===== config.mk =====
export PLATFORM = sky130hd
export DESIGN_NAME = axi_stream_header_arbiter_flat
export DESIGN_NICKNAME = d
export VERILOG_FILES = /design/src/rtl/axi_stream_header_arbiter_pkg.sv /design/src/rtl/axi_stream_header_arbiter_if.sv /design/src/rtl/axi_stream_header_arbiter_rr_pick.sv /design/src/rtl/axi_stream_header_arbiter.sv /design/src/flat_wrapper.sv
export SDC_FILE = /design/constraint.sdc
export NUM_CORES = 1
export LEC_CHECK = 0
export CORE_ASPECT_RATIO = 1.5
export CORE_UTILIZATION = 39
export CTS_CLUSTER_SIZE = 16
export DETAILED_ROUTE_END_ITERATION = 12
export PLACE_DENSITY = 0.84
export SYNTH_ARGS = -nofsm -noshare
export SYNTH_HDL_FRONTEND = slang
export SYNTH_SLANG_ARGS = --single-unit

===== constraint.sdc =====
create_clock -name clk -period 6 [get_ports clk]
set_input_delay 0.9 -clock clk [delete_from_list [all_inputs] [get_ports clk]]
set_output_delay 0.9 -clock clk [all_outputs]
set_load 0.03 [all_outputs]

===== src/rtl/axi_stream_header_arbiter_pkg.sv =====
`default_nettype none
// ============================================================================
// Module  : axi_stream_header_arbiter_pkg
// Brief   : Shared state encoding, default width and keep-legality helper.
// Revision: 1.0
// ============================================================================
package axi_stream_header_arbiter_pkg;

    localparam int c_default_data_wd = 32;

    typedef enum logic [1:0] {
        ST_IDLE     = 2'd0,
        ST_OFFER    = 2'd1,
        ST_WAIT_EOP = 2'd2
    } state_t;

    // Legal keeps are 0, all-ones or LSB-anchored contiguous ones: k+1 is a power of two.
    function automatic logic keep_is_legal(input logic [63:0] keep);
        return ((keep + 64'd1) & keep) == 64'd0;
    endfunction

endpackage
`default_nettype wire


===== src/rtl/axi_stream_header_arbiter_if.sv =====
`default_nettype none
// ============================================================================
// Module  : axi_stream_header_arbiter_if
// Brief   : Requester, inserter and monitor handshake bundle.
// Revision: 1.0
// ============================================================================
interface axi_stream_header_arbiter_if
    import axi_stream_header_arbiter_pkg::*;
#(
    parameter int DATA_WD      = c_default_data_wd,
    parameter int DATA_BYTE_WD = DATA_WD / 8,
    parameter int N_SRC        = 4
);
    logic [N_SRC-1:0]              req_valid;
    logic [N_SRC*DATA_WD-1:0]      req_header;
    logic [N_SRC*DATA_BYTE_WD-1:0] req_keep;
    logic [N_SRC-1:0]              req_ready;
    logic                          valid_insert;
    logic [DATA_WD-1:0]            header_insert;
    logic [DATA_BYTE_WD-1:0]       keep_insert;
    logic                          ready_insert;
    logic                          mon_valid;
    logic                          mon_ready;
    logic                          mon_last;

    modport master (
        input  req_valid, req_header, req_keep, ready_insert,
               mon_valid, mon_ready, mon_last,
        output req_ready, valid_insert, header_insert, keep_insert
    );

    modport slave (
        output req_valid, req_header, req_keep, ready_insert,
               mon_valid, mon_ready, mon_last,
        input  req_ready, valid_insert, header_insert, keep_insert
    );

endinterface
`default_nettype wire


===== src/rtl/axi_stream_header_arbiter_rr_pick.sv =====
`default_nettype none
// ============================================================================
// Module  : rr_pick
// Brief   : Round-robin picker; first request at or above ptr, with wrap.
// Revision: 1.0
// ============================================================================
module rr_pick #(
    parameter int N_SRC  = 4,
    parameter int IDX_WD = 2
) (
    input  logic [N_SRC-1:0]  req,
    input  logic [IDX_WD-1:0] ptr,
    output logic [N_SRC-1:0]  onehot,
    output logic [IDX_WD-1:0] idx
);
    int w_best;

    // The winner is the requester with the smallest wrapped distance from ptr.
    always_comb begin
        w_best = N_SRC;
        idx    = '0;
        onehot = '0;
        for (int j = 0; j < N_SRC; j++) begin
            if (req[j] && (((j + N_SRC - int'(ptr)) % N_SRC) < w_best)) begin
                w_best = (j + N_SRC - int'(ptr)) % N_SRC;
                idx    = IDX_WD'(j);
            end
        end
        for (int j = 0; j < N_SRC; j++) begin
            onehot[j] = (w_best < N_SRC) && (idx == IDX_WD'(j));
        end
    end

endmodule
`default_nettype wire


===== src/rtl/axi_stream_header_arbiter.sv =====
`default_nettype none
// ============================================================================
// Module  : axi_stream_header_arbiter
// Brief   : Grants one of N_SRC header requesters to the inserter per packet.
// Revision: 1.0
// ============================================================================
module axi_stream_header_arbiter
    import axi_stream_header_arbiter_pkg::*;
#(
    parameter int DATA_WD      = c_default_data_wd,
    parameter int DATA_BYTE_WD = DATA_WD / 8,
    parameter int N_SRC        = 4,
    parameter int EOP_TIMEOUT  = 1024
) (
    input  logic                       clk,
    input  logic                       rst,
    axi_stream_header_arbiter_if.master bus,
    output logic [$clog2(N_SRC)-1:0]   grant_id,
    output logic                       busy,
    output logic                       timeout_pulse,
    output logic                       keep_err
);
    localparam int                    c_idx_wd   = $clog2(N_SRC);
    localparam int                    c_cnt_wd   = $clog2(EOP_TIMEOUT);
    localparam logic [c_cnt_wd-1:0]   c_cnt_last = c_cnt_wd'(EOP_TIMEOUT - 1);

    state_t                  r_state, w_next_state;
    logic [c_idx_wd-1:0]     r_rr_ptr, r_grant_id, w_pick_idx;
    logic [N_SRC-1:0]        w_pick_onehot;
    logic [DATA_WD-1:0]      r_header, w_win_header;
    logic [DATA_BYTE_WD-1:0] r_keep, w_win_keep;
    logic [c_cnt_wd-1:0]     r_cnt;
    logic                    r_timeout_pulse, r_keep_err;
    logic                    w_eop, w_capture, w_enter_wait, w_release, w_timeout;

    rr_pick #(.N_SRC(N_SRC), .IDX_WD(c_idx_wd)) u_rr_pick (
        .req    (bus.req_valid),
        .ptr    (r_rr_ptr),
        .onehot (w_pick_onehot),
        .idx    (w_pick_idx)
    );

    always_comb begin
        w_win_header = '0;
        w_win_keep   = '0;
        for (int i = 0; i < N_SRC; i++) begin
            if (w_pick_onehot[i]) begin
                w_win_header = bus.req_header[i*DATA_WD +: DATA_WD];
                w_win_keep   = bus.req_keep[i*DATA_BYTE_WD +: DATA_BYTE_WD];
            end
        end
    end

    assign w_eop = bus.mon_valid & bus.mon_ready & bus.mon_last;

    always_comb begin
        w_next_state = r_state;
        w_capture    = 1'b0;
        w_enter_wait = 1'b0;
        w_release    = 1'b0;
        w_timeout    = 1'b0;
        unique case (r_state)
            ST_IDLE: begin
                if (|bus.req_valid) begin
                    w_capture    = 1'b1;
                    w_next_state = ST_OFFER;
                end
            end
            ST_OFFER: begin
                if (bus.ready_insert) begin
                    if (w_eop) begin
                        w_release    = 1'b1;
                        w_next_state = ST_IDLE;
                    end else begin
                        w_enter_wait = 1'b1;
                        w_next_state = ST_WAIT_EOP;
                    end
                end
            end
            ST_WAIT_EOP: begin
                if (w_eop) begin
                    w_release    = 1'b1;
                    w_next_state = ST_IDLE;
                end else if (r_cnt == c_cnt_last) begin
                    w_timeout    = 1'b1;
                    w_release    = 1'b1;
                    w_next_state = ST_IDLE;
                end
            end
            default: w_next_state = ST_IDLE;
        endcase
    end

    always_ff @(posedge clk or posedge rst) begin
        if (rst) begin
            r_state         <= ST_IDLE;
            r_rr_ptr        <= '0;
            r_grant_id      <= '0;
            r_header        <= '0;
            r_keep          <= '0;
            r_cnt           <= '0;
            r_timeout_pulse <= 1'b0;
            r_keep_err      <= 1'b0;
        end else begin
            r_state         <= w_next_state;
            r_timeout_pulse <= w_timeout;
            r_keep_err      <= w_capture && !keep_is_legal(64'(w_win_keep));
            if (w_capture) begin
                r_header   <= w_win_header;
                r_keep     <= w_win_keep;
                r_grant_id <= w_pick_idx;
            end
            // The source just served drops to lowest priority.
            if (w_release) begin
                r_rr_ptr <= (r_grant_id == c_idx_wd'(N_SRC - 1)) ? '0
                                                                  : r_grant_id + c_idx_wd'(1);
            end
            if (w_enter_wait) begin
                r_cnt <= '0;
            end else if (r_state == ST_WAIT_EOP) begin
                r_cnt <= r_cnt + c_cnt_wd'(1);
            end
        end
    end

    // Reset also masks the picker so no source sees an accept while rst is high.
    assign bus.req_ready     = (r_state == ST_IDLE && !rst) ? w_pick_onehot : '0;
    assign bus.valid_insert  = (r_state == ST_OFFER);
    assign bus.header_insert = r_header;
    assign bus.keep_insert   = r_keep;
    assign grant_id          = r_grant_id;
    assign busy              = (r_state != ST_IDLE);
    assign timeout_pulse     = r_timeout_pulse;
    assign keep_err          = r_keep_err;

endmodule
`default_nettype wire


===== src/flat_wrapper.sv =====
// flat-port wrapper written by rule: the top's interface ports become plain ports
module axi_stream_header_arbiter_flat import axi_stream_header_arbiter_pkg::*;
#(
    parameter int DATA_WD      = c_default_data_wd,
    parameter int DATA_BYTE_WD = DATA_WD / 8,
    parameter int N_SRC        = 4,
    parameter int EOP_TIMEOUT  = 1024
)
  (clk, rst, grant_id, busy, timeout_pulse, keep_err, bus_req_valid, bus_req_header, bus_req_keep, bus_ready_insert, bus_mon_valid, bus_mon_ready, bus_mon_last, bus_req_ready, bus_valid_insert, bus_header_insert, bus_keep_insert);
  axi_stream_header_arbiter_if #(.DATA_WD(DATA_WD), .DATA_BYTE_WD(DATA_BYTE_WD), .N_SRC(N_SRC)) bus_i ();
  input  logic clk;
  input  logic rst;
  output logic [$clog2(N_SRC)-1:0] grant_id;
  output logic busy;
  output logic timeout_pulse;
  output logic keep_err;
  input wire logic [$bits(bus_i.req_valid)-1:0] bus_req_valid;
  input wire logic [$bits(bus_i.req_header)-1:0] bus_req_header;
  input wire logic [$bits(bus_i.req_keep)-1:0] bus_req_keep;
  input wire logic [$bits(bus_i.ready_insert)-1:0] bus_ready_insert;
  input wire logic [$bits(bus_i.mon_valid)-1:0] bus_mon_valid;
  input wire logic [$bits(bus_i.mon_ready)-1:0] bus_mon_ready;
  input wire logic [$bits(bus_i.mon_last)-1:0] bus_mon_last;
  output wire logic [$bits(bus_i.req_ready)-1:0] bus_req_ready;
  output wire logic [$bits(bus_i.valid_insert)-1:0] bus_valid_insert;
  output wire logic [$bits(bus_i.header_insert)-1:0] bus_header_insert;
  output wire logic [$bits(bus_i.keep_insert)-1:0] bus_keep_insert;
  assign bus_i.req_valid = bus_req_valid;
  assign bus_i.req_header = bus_req_header;
  assign bus_i.req_keep = bus_req_keep;
  assign bus_i.ready_insert = bus_ready_insert;
  assign bus_i.mon_valid = bus_mon_valid;
  assign bus_i.mon_ready = bus_mon_ready;
  assign bus_i.mon_last = bus_mon_last;
  assign bus_req_ready = bus_i.req_ready;
  assign bus_valid_insert = bus_i.valid_insert;
  assign bus_header_insert = bus_i.header_insert;
  assign bus_keep_insert = bus_i.keep_insert;
  axi_stream_header_arbiter #(.DATA_WD(DATA_WD), .DATA_BYTE_WD(DATA_BYTE_WD), .N_SRC(N_SRC), .EOP_TIMEOUT(EOP_TIMEOUT)) u_core (.clk(clk), .rst(rst), .bus(bus_i), .grant_id(grant_id), .busy(busy), .timeout_pulse(timeout_pulse), .keep_err(keep_err));
endmodule

==> summary.txt, run 1 <==
Status
  • Status: completed

Worst setup path
  • WP data arrival: ~4.4 ns
  • Critical path type: in -> out
  • Critical-path maximum fanout: 11
  • FF-to-FF Start: u_core.r_rr_ptr[1]$_DFFE_PP0P_
  • Slowest stage delay, CP: 0.77 ns
  • Critical Path Start: bus_req_valid[0]
  • CP max-delay cell: clkdlybuf4s50_1
  • Worst path cell trace: clkdlybuf4s50_1 -> nor3b_1 -> a21oi_1 -> ha_1 -> o22ai_2 -> o21ai_4 -> nand2_1 -> o21ai_0 -> ha_1 -> nor2b_1 -> o2111ai_1 -> nand3_2 -> and3_1 -> clkdlybuf4s50_1
  • CP endpoint kind: output port
  • Critical path launch point type: primary input
  • CP required: 5.10 ns
  • FF-to-FF path depth: 16

Floorplanning
  • Die width: just under 80 um
  • Die area: 9340 um2
  • Starting density of the core: 40.7%
  • FP Rows: between 40 and 50
  • Die H: 118 um
  • Boundary pin count: 200
  • CORE AREA: roughly 8600 um2

STA
  • Final max-slew violation count: 0
  • Final worst-path cycle share: 88.0%
  • Max_slew headroom: 45.4%
  • RSZ-0062 raised after global routing: false
  • Final hold viol count: 0
  • Final Setup Violations: 0
  • Final Skew: 0.00992 ns
  • Max Clock Freq: 0.189 GHz
  • Tightest Pin Transition: 0.816 ns
  • Fin Setup TNS: 0 ns
  • Fin crit period: 5.28 ns

Yosys
  • Synth Register Bits: 54
  • Mapped Nets: 576
  • Yosys warning count: 0
  • Mapped cell area: 3490 um2
  • Mean Syn Cell Area: between 8 and 9 um2
  • Top FF cell, synth: dfrtp_1
  • Post-Syn Instances: 415
  • Number of distinct library cells after synthesis: 49
  • Async S/R FF share, synth: 100%
  • Post-synth EDFFs: 0
  • Post-synthesis sequential area ratio: between 30 and 40%

Global route
  • Initial antenna violation count: 0
  • Largest net degree at the start of global routing: 73
  • Vias in the first global route: 3781
  • Total track usage: 23.8%
  • Global-route wire length before repair: 17.5 mm
  • GRT overflow: 0

Place
  • Dpl cell area: 5540 um2
  • Detail Placement HPWL: 8.37 mm
  • Port bufs: 199
  • Placer Congestion: 0.865
  • Placed Cells incl. Taps: 694

Clock network
  • CTS clk-pin slew, worst paths: 0.07 ns
  • CTS tree: yes
  • Skew-Pair Late Insertion Delay: 0.29 ns
  • Root buffer cell: clkbuf_16
  • Post-CTS Resized: 0
  • TritonCTS buffer count: 5
  • CTS sink cnt: 54
  • # Post-CTS Setup Buffers: 0
  • CTS HTree Levels: 2
  • Hold_buf cts: 0
  • CTS max path bufs: 2

Route
  • Total wire length: 10.8 mm
  • Vias post-DR: between 3k and 4k
  • Post-DR vias/cell: between 5 and 6
  • Met3 WL: ~810 um
  • WL/cell: 15.4 um
  • Met2 WL post-DR: ~5.8 mm
  • Final ANT Viol Nets: 0
  • Met1 WL: 3.91 mm
  • Iter 0 DRT Violations: between 200 and 250
  • Max layer used: met4
  • Drt pass-1 iters: 4
  • Drc violations: 0

Final layout
  • Design area: 5730 um2
  • Nets: 755
  • Area Overhead vs Synth: 64.2%
  • # diodes: 0
  • Commonest non-fill, non-tap cells in the layout: clkdlybuf4s50_1, dfrtp_1, nand2_1, nor2_1, a21oi_1
  • Share of post-route cells with drive strength above 1: 4.87%
  • Most common cell after layout, fill and taps aside: clkdlybuf4s50_1
  • Non-Filler Instances: 702

Power and ir drop
  • PD cells: 492 nW/um2
  • Leakage: 2.35 nW
  • VDD IR max: 0.586 mV

Flow run
  • Max cap viols: 0

Hold path
  • Hold depth: 2
  • Hold Path Class: reg -> reg
  • HP Start: u_core.bus.header_insert[24]$_DFFE_PP0P_
[critical path, delay by kind of cell]
| family | cells | cell delay [ns] |
|---|---|---|
| and+or+nand+nor | 5 | 0.82 |
| buffers and inverters | 2 | 1.44 |
| AOI/OAI and AO/OA | 5 | 0.70 |
| adders and majority gates | 2 | 0.51 |
[final timing paths]
check	endpoint	slack [ns]
setup reg to reg	u_core.keep_err$_DFF_PP0_	2.01
hold / removal	u_core.bus.header_insert[24]$_DFFE_PP0P_	0.48
setup / recovery	bus_req_ready[3]	0.72
max in group asynchronous	u_core.bus.header_insert[27]$_DFFE_PP0P_	4.37
min in group asynchronous	u_core.bus.keep_insert[0]$_DFFE_PP0P_	1.16
hold reg to reg	u_core.bus.header_insert[24]$_DFFE_PP0P_	0.48
[logic make-up after synthesis]
| logic type | after synthesis | share of synthesized area (%) |
|---|---|---|
| and+or+nand+nor | 131 | 16.3 |
| buffers and inverters | 41 | 5.09 |
| DFF | 54 | 38.7 |
| xor gates and xnor gates | 8 | 2.01 |
| muxes | 38 | 11.1 |
| adders and majority gates | 7 | 2.51 |
| AOI/OAI and AO/OA | 136 | 24.2 |
[cell type report]
cell class | count | area (um2)
sequential | 54 | 1350
clock inverter | 3 | 68.8
inverter | 9 | 33.8
multi-input combinational | 320 | 2000
timing repair buffer | 204 | 2020
fill | 706 | 2840
tap | 107 | 134
clock buffer | 5 | 125
[per-layer routing]
| layer | global-route usage, % | up-vias |
|---|---|---|
| met5 | 0 | - |
| met4 | 9.20 | 0 |
| met3 | 6.20 | 28 |
| met2 | 44.2 | 174 |
| met1 | 24.7 | 1667 |
| li1 | - | 1832 |
[synthesized netlist by cell type (3+ instances only)]
cell type | count | area, um2
dfrtp_1 | 54 | 1350
nand2_1 | 52 | 195
nor2_1 | 49 | 184
a21oi_1 | 37 | 185
o21ai_1 | 37 | 185
mux2i_1 | 34 | 340
a211oi_1 | 32 | 240
clkbuf_1 | 14 | 52.6
buf_2 | 10 | 50.1
o21ai_0 | 9 | 45.0
inv_1 | 8 | 30.0
ha_1 | 7 | 87.6
buf_1 | 6 | 22.5
and3_1 | 4 | 25.0
nand4_1 | 4 | 25.0
nor3_1 | 4 | 20.0
or3_1 | 4 | 25.0
xnor2_1 | 4 | 35.0
xor2_1 | 4 | 35.0
a221oi_1 | 3 | 26.3
nand3_1 | 3 | 15.0
o21a_1 | 3 | 22.5
[metrics by stage]
stage	total power, mW	hold WS [ns]	utilization (%)	setup WS (ns)
detailed placement	2.47	0.475	64.6	0.746
CTS	2.84	0.490	66.9	0.742
global route	3.02	0.503	66.9	0.492
floorplan	1.85	0.497	-	0.863
finish	2.82	0.485	66.9	0.723
global placement	2.40	0.466	64.6	0.892
[sequential cells by signal, indices dropped and copies added (netlist names)]
register / count
u_core.timeout_pulse: 1
u_core.r_cnt: 10
u_core.r_state: 2
u_core.r_rr_ptr: 2
u_core.grant_id: 2
u_core.bus.header_insert: 32
u_core.keep_err: 1
u_core.bus.keep_insert: 4
[power by group]
part / internal, mW / switching (mW)
logic: 0.745 / 1.08
registers: 0.523 / 0.0999
clock network: 0.240 / 0.131
total: 1.51 / 1.31
Note: power is estimated with default switching activity, not from simulation.
==> run 2, diff against run 1 <==
- PLACE_DENSITY: 0.84 -> 0.88
- REMOVE_ABC_BUFFERS: default -> 1
==> run 2 against run 1 <==
Maximum frequency rose by 0.38%. Worst setup slack better by 0.020 ns. First-iteration DRC count increased by 12%. Die area did not move. Critical path type unchanged. Routed wire length down 3.0%. Via count grew 0.19%. Largest cell class unchanged. Sequential share of layout area decreased by 0.051 points. Flip-flop and latch count unchanged.
==> summary.txt, run 2 (synthesis results as in run 1) <==
Clock network
  • CTS sink cnt: 54 (unchanged)
  • CTS HTree Levels: 2 (unchanged)
  • CTS tree: yes
  • Post-CTS Resized: 0 (unchanged)
  • CTS max path bufs: 2 (unchanged)
  • Root buffer cell: clkbuf_16
  • CTS clk-pin slew, worst paths: 0.07 ns (about the same)
  • TritonCTS buffer count: 5 (unchanged)
  • # Post-CTS Setup Buffers: 0 (unchanged)
  • Skew-Pair Late Insertion Delay: 0.29 ns (about the same)
  • Hold_buf cts: 0 (unchanged)

STA
  • Final max-slew violation count: 0 (unchanged)
  • Fin crit period: 5.26 ns (-0.0200 ns)
  • Final worst-path cycle share: 87.6% (-0.33 points)
  • Final hold viol count: 0 (unchanged)
  • Setup WS post-layout: 0.743 ns (+0.0200 ns)
  • Max_slew headroom: 42.5% (-2.9 points)
  • RSZ-0062 raised after global routing: false
  • Final Setup Violations: 0 (unchanged)
  • Hold Slack: 0.481 ns (-0.00367 ns)
  • Tightest Pin Transition: 0.859 ns (+0.0431 ns)
  • Final Skew: 0.00546 ns (-0.00445 ns)
  • Max Clock Freq: 0.190 GHz (+0.38%)

Route
  • Final ANT Viol Nets: 0 (unchanged)
  • Post-DR vias/cell: 5.27 (about the same)
  • Iter 0 DRT Violations: 227 (+12%)
  • WL/cell: 15.0 um (-3.1%)
  • Drt pass-1 iters: 5 (+1)
  • Vias post-DR: 3708 (+0.19%)
  • Drc violations: 0 (unchanged)
  • Total wire length: 10.5 mm (-3.0%)

Global route
  • Initial antenna violation count: 0 (unchanged)
  • Total track usage: 22.9% (-0.92 points)
  • GRT overflow: 0 (unchanged)
  • Global-route wire length before repair: 17.0 mm (-2.8%)
  • Largest net degree at the start of global routing: 73 (unchanged)
  • Vias in the first global route: 3678 (-2.7%)

Final layout
  • # fillers: 679 (-3.8%)
  • Register area: 1350 um2 (unchanged)
  • Nets: 756 (+0.13%)
  • Area Overhead vs Synth: 64.6%
  • Most common cell after layout, fill and taps aside: clkdlybuf4s50_1
  • Share of post-route cells with drive strength above 1: 5.03% (+0.16 points)
  • Largest register FFs: 32 (unchanged)
  • Non-Filler Instances: 703 (+0.14%)
  • Area occupied by multi-input gates: 2000 um2 (unchanged)
  • # diodes: 0 (unchanged)
  • Commonest non-fill, non-tap cells in the layout: clkdlybuf4s50_1, dfrtp_1, nand2_1, nor2_1, a21oi_1

Floorplanning
  • Starting density of the core: 40.7% (unchanged)
  • Die H: 118 um (unchanged)
  • Boundary pin count: 200 (unchanged)
  • CORE AREA: 8570 um2 (unchanged)
  • Die width: 79.3 um (unchanged)
  • FP Rows: 41 (unchanged)
  • Die area: 9340 um2 (unchanged)

Place
  • Port bufs: 199 (unchanged)
  • Setup slack at placement: 0.791 ns (+0.0445 ns)
  • Detail Placement HPWL: 8.23 mm (-1.7%)
  • Placed Cells incl. Taps: 695 (+0.14%)
  • Placer Congestion: 0.842 (-2.7%)

Worst setup path
  • Slowest stage delay, CP: 0.77 ns (about the same)
  • Critical-path maximum fanout: 11 (unchanged)
  • CP required: 5.10 ns (about the same)
  • FF-to-FF Start: u_core.r_rr_ptr[1]$_DFFE_PP0P_
  • R2R Setup Slk: 2.03 ns (+0.02 ns)
  • CP endpoint kind: output port
  • R2R Path End: u_core.keep_err$_DFF_PP0_
  • FF-to-FF path depth: 16 (unchanged)
  • WP data arrival: 4.36 ns (-0.02 ns)
  • Critical path launch point type: primary input
  • Critical path type: in -> out
  • CP max-delay cell: clkdlybuf4s50_1
  • Worst path cell trace: clkdlybuf4s50_1 -> mux2i_1 -> a21oi_1 -> ha_1 -> nor3_2 -> o21ai_4 -> nand2_1 -> o21ai_0 -> ha_1 -> nor2b_1 -> o2111ai_1 -> nand3_2 -> and3_1 -> clkdlybuf4s50_1

Status
  • Status: completed

Power and ir drop
  • PD cells: 491 nW/um2 (-0.16%)
  • Sequential power share: 22.0% (about the same)
  • Switching pwr: 1.30 mW (-0.95%)
  • Leakage: 2.36 nW (+0.32%)
  • Comb pwr share: 64.5% (-0.2 points)
  • Clock Power Share: 13.4% (+0.2 points)
  • Sw Ratio: 46.0% (-0.47 points)
  • Internal power: 1.52 mW (+0.93%)
  • VDD IR max: 0.231 mV (-61%)

Hold path
  • Hold Path Class: reg -> reg
  • Hold Path End: u_core.bus.keep_insert[2]$_DFFE_PP0P_
  • Hold depth: 2 (unchanged)
  • HP Start: u_core.bus.keep_insert[2]$_DFFE_PP0P_

Flow run
  • Max cap viols: 0 (unchanged)
[run 2: cell types whose count changed in the layout (fill, tap and decap cells not counted), sizes merged]
cell / delta
buf: +1
clkbuf: +1
clkinv: -1
[run 2: worst max-delay path by stage]
stage                     depth (start not counted)          endpoint             start
after floorplan                                  13  bus_req_ready[0]  bus_req_valid[1]
after global placement                           14  bus_req_ready[3]  bus_req_valid[0]
after detailed placement                         14  bus_req_ready[3]  bus_req_valid[0]
after CTS                                        14  bus_req_ready[3]  bus_req_valid[0]
after global routing                             14  bus_req_ready[3]  bus_req_valid[0]
final                                            14  bus_req_ready[3]  bus_req_valid[0]
[run 2: metrics by stage]
stage	instance area, um2	TNS [ns]	total power, mW	util, %
after global routing	5740	0	3.04	67.1
after floorplan	3350	-40.31	1.83	-
final	5740	0	2.82	67.1
after CTS	5740	0	2.85	67.1
after global placement	5550	0	2.39	64.7
after detailed placement	5550	0	2.46	64.7
[run 2: power groups by stage]
| stage | combinational (mW) | sequential, mW | clock (mW) |
|---|---|---|---|
| 2_1_floorplan | 0.959 | 0.867 | 0 |
| 3_3_place_gp | 1.77 | 0.619 | 0 |
| 3_5_place_dp | 1.83 | 0.628 | 0 |
| 4_1_cts | 1.83 | 0.622 | 0.389 |
| 5_1_grt | 1.99 | 0.642 | 0.406 |
| 6_report | 1.82 | 0.622 | 0.379 |
[run 2: layer usage]
| layer | share of wire, % | wire length [um] | GRT usage [%] | up-vias |
|---|---|---|---|---|
| met5 | 0 | 0 | 0 | - |
| met4 | 2.1 | 221 | 8.30 | 0 |
| met3 | 6.6 | 697 | 4.57 | 19 |
| met2 | 56 | 5870 | 44.4 | 158 |
| met1 | 35 | 3720 | 23.2 | 1697 |
| li1 | - | - | - | 1834 |
[run 2: final cells by class]
class	instances	area share (%)
timing repair buffer	205	35.3
multi-input combinational	320	34.8
sequential	54	23.5
clock buffer	6	2.42
tap	107	2.33
clock inverter	2	1.05
inverter	9	0.588
[run 2: worst max-delay path, delay by kind of cell]
family / cells / cell delay (ns)
adder cells (fa/ha/maj): 2 / 0.43
AO/OA/AOI/OAI: 4 / 0.48
buffers and inverters: 2 / 1.43
AND/OR/NAND/NOR: 5 / 0.86
multiplexers: 1 / 0.24
==> run 3, diff against run 2 <==
- SYNTH_HIERARCHICAL: default -> 1
==> run 3 against run 2 <==
Sequential power is 3% lower. Core utilization is 2.5 points lower. Non-clock buffer count is 2 higher. Final cell count grew 0.28%. Synthesized cell count down 0.48%. Sequential share of layout area up 0.33 points. Synthesized area grew 0.47%. Clock power is 23% lower. Register-to-register slack worse by 0.35 ns. Via count up 2.1%. Highest routed layer unchanged. Maximum frequency is 6.2% lower. Die area is 0.45% higher.
==> summary.txt, run 3 <==
Status
  • Status: completed

STA
  • Tightest Pin Transition: 0.655 ns (-0.203 ns)
  • Final Setup Violations: 0 (unchanged)
  • Hold Slack: 0.479 ns (-0.00248 ns)
  • Final max-slew violation count: 0 (unchanged)
  • Max_slew headroom: 56.3% (+14 points)
  • Final hold viol count: 0 (unchanged)
  • Setup WS post-layout: 0.395 ns (-0.348 ns)
  • RSZ-0062 raised after global routing: false
  • Final Skew: 0.00326 ns (-0.00220 ns)
  • Max Clock Freq: 0.178 GHz (-6.2%)
  • Fin Setup TNS: 0 ns (unchanged)
  • Fin crit period: 5.61 ns (+0.348 ns)
  • Final worst-path cycle share: 93.4% (+5.8 points)

Yosys
  • Async S/R FF share, synth: 100% (unchanged)
  • Top FF cell, synth: dfrtp_1
  • Synth area leader: dfrtp_1
  • Most frequent cell after synthesis: dfrtp_1
  • Post-synth EDFFs: 0 (unchanged)
  • Synth Register Bits: 54 (unchanged)
  • Synth top area share: 38.5% (-0.18 points)
  • Mean Syn Cell Area: 8.49 um2 (+0.95%)
  • Largest cells by area after synthesis: dfrtp_1, a221oi_1, nor2b_1, a21oi_1, nor3_1
  • Post-Syn Instances: 413 (-0.48%)
  • Yosys warning count: 6 (+6)
  • Post-synthesis sequential area ratio: 38.5% (-0.18 points)
  • Mapped cell area: 3510 um2 (+0.47%)
  • Commonest cells post-synth: dfrtp_1, nand2_1, a21oi_1, nor2b_1, nor3_1
  • Number of distinct library cells after synthesis: 46 (-6.1%)

Place
  • Placer Congestion: 0.814 (-3.3%)
  • Port bufs: 199 (unchanged)
  • Setup slack at placement: 0.368 ns (-0.422 ns)
  • Detail Placement HPWL: 8.34 mm (+1.3%)

Worst setup path
  • WP data arrival: 4.71 ns (+0.35 ns)
  • CP required: 5.10 ns (about the same)
  • CP endpoint kind: output port
  • Critical path launch point type: primary input
  • Critical-path maximum fanout: 9 (-2)
  • Critical path type: in -> out

Global route
  • Initial antenna violation count: 0 (unchanged)
  • Vias in the first global route: 3841 (+4.4%)
  • Global-route wire length before repair: 17.6 mm (+3.5%)
  • Largest net degree at the start of global routing: 70 (-4.1%)
  • Total track usage: 23.7% (+0.79 points)
  • GRT overflow: 0 (unchanged)

Power and ir drop
  • Comb pwr share: 68.0% (+3.5 points)
  • Leakage: 2.26 nW (-3.9%)
  • Sw Ratio: 47.1% (+1.1 points)
  • Internal power: 1.48 mW (-2.8%)
  • Sequential power share: 21.6% (-0.4 points)
  • Clock Power Share: 10.5% (-2.9 points)
  • Total power: 2.80 mW (-0.84%)
  • VDD IR max: 0.458 mV (+98%)
  • PD cells: 494 nW/um2 (+0.54%)
  • Switching pwr: 1.32 mW (+1.5%)

Final layout
  • Post-layout util: 64.6% (-2.5 points)
  • Share of post-route cells with drive strength above 1: 5.21% (+0.18 points)
  • Commonest non-fill, non-tap cells in the layout: clkdlybuf4s50_1, dfrtp_1, nand2_1, a21oi_1, nor2b_1
  • Largest register FFs: 32 (unchanged)
  • # fillers: 750 (+10%)
  • # diodes: 0 (unchanged)
  • Most common cell after layout, fill and taps aside: clkdlybuf4s50_1
  • Area Overhead vs Synth: 61.5%
  • Nets: 755 (-0.13%)

Hold path
  • Hold Path Class: reg -> reg

Floorplanning
  • Starting density of the core: 40.0% (-0.78 points)
  • Die H: 118 um (+0.23%)
  • Boundary pin count: 200 (unchanged)
  • FP Rows: 42 (+2.4%)
  • Die area: 9380 um2 (+0.45%)
  • Die width: 79.4 um (+0.22%)
  • CORE AREA: 8780 um2 (+2.4%)

Clock network
  • Root buffer cell: clkbuf_16
  • CTS sink cnt: 54 (unchanged)
  • TritonCTS buffer count: 5 (unchanged)
  • CTS tree: yes
  • CTS max path bufs: 2 (unchanged)
  • CTS clk-pin slew, worst paths: 0.06 ns (about the same)
  • Skew-Pair Late Insertion Delay: 0.29 ns (about the same)
  • CTS HTree Levels: 2 (unchanged)

Route
  • Total wire length: 10.9 mm (+3.9%)
  • WL/cell: 15.5 um (+3.6%)
  • Final ANT Viol Nets: 0 (unchanged)
  • Post-DR vias/cell: 5.37 (+1.8%)
  • Vias post-DR: 3787 (+2.1%)
  • Iter 0 DRT Violations: 164 (-28%)
  • Drc violations: 0 (unchanged)
  • Drt pass-1 iters: 4 (-1)

Flow run
  • Max cap viols: 0 (unchanged)
run 3: changes by cell type after synthesis, sizes merged, moves of 3 or more:
cell / previous run / this run
a211oi: 32 / 0
mux2i: 34 / 2
a221oi: 3 / 33
and3: 4 / 7
nand2: 52 / 44
nor2b: 2 / 39
nor2: 49 / 14
buf: 18 / 21
a221o: 1 / 4
nor3: 5 / 34
nand3: 3 / 6
o21ai: 46 / 43
run 3: logic make-up (layout without fill, tap and decap cells):
logic type	after synthesis	count (layout)	share of synthesized area (%)
buffers and inverters	42	224	6.49
flip-flops	54	54	38.5
multiplexers	7	7	2.18
AO/OA/AOI/OAI	134	134	24.6
adder cells (fa/ha/maj)	7	7	2.50
XOR/XNOR	8	8	2.00
AND/OR/NAND/NOR	161	161	23.7
run 3: power by group through the flow:
stage | Combinational (mW) | Clock, mW | Sequential (mW)
after floorplan | 1.01 | 0 | 0.828
after global placement | 1.83 | 0 | 0.601
after detailed placement | 1.90 | 0 | 0.610
after CTS | 1.90 | 0.302 | 0.605
after global routing | 2.09 | 0.313 | 0.620
final | 1.90 | 0.293 | 0.603
run 3: final cells by class:
class | instances | area [um2] | area share [%]
clock buffer | 7 | 143 | 2.52
clock inverter | 1 | 5.00 | 0.0883
sequential | 54 | 1350 | 23.9
timing repair buffer | 207 | 2050 | 36.2
multi-input combinational | 317 | 1950 | 34.3
inverter | 9 | 33.8 | 0.596
tap | 110 | 138 | 2.43
run 3: path summary, 6_finish.rpt:
check,start,to,depth (start not counted),slack (ns)
min in group asynchronous,rst,u_core/grant_id[0]$_DFFE_PP0P_,2,0.92
max reg2reg,u_core/r_rr_ptr[1]$_DFFE_PP0P_,u_core/keep_err$_DFF_PP0_,18,1.68
max in group asynchronous,rst,u_core/bus.header_insert[26]$_DFFE_PP0P_,3,4.23
min,u_core/bus.header_insert[26]$_DFFE_PP0P_,u_core/bus.header_insert[26]$_DFFE_PP0P_,2,0.48
max,bus_req_valid[0],bus_req_ready[3],15,0.39
min reg2reg,u_core/bus.header_insert[26]$_DFFE_PP0P_,u_core/bus.header_insert[26]$_DFFE_PP0P_,2,0.48
run 3: worst max-delay path, cell delays in order:
cell and delay [ns]:
clkdlybuf4s50_1 0.65, o21ai_0 0.14, o21ai_0 0.26, ha_1 0.27, o22ai_1 0.14, o21ai_2 0.27
nor2_1 0.07, a21o_1 0.16, ha_1 0.21, nand2b_1 0.17, nor3b_1 0.29, o31a_2 0.21
inv_1 0.09, nor3_1 0.19, clkdlybuf4s50_1 0.69
run 3: repair_timing:
| item | in CTS | in global routing |
|---|---|---|
| hold buffers | 0 | 0 |
| resized for setup | 0 | 1 |
| setup endpoints to repair | 0 | 1 |
| buffers inserted | 0 | 0 |
run 3: stage by stage:
| stage | std cells | area [um2] |
|---|---|---|
| floorplan | 380 | 3310 |
| global placement | 697 | 5510 |
| detailed placement | 697 | 5510 |
| CTS | 705 | 5660 |
| global route | 705 | 5670 |
| finish | 705 | 5670 |
run 3: metal layers:
layer,up-vias,part of all wire [%],GRT usage [%]
li1,1860,-,-
met1,1748,36,25.0
met2,152,54,44.2
met3,27,6.2,5.33
met4,0,3.1,8.86
met5,-,0,0
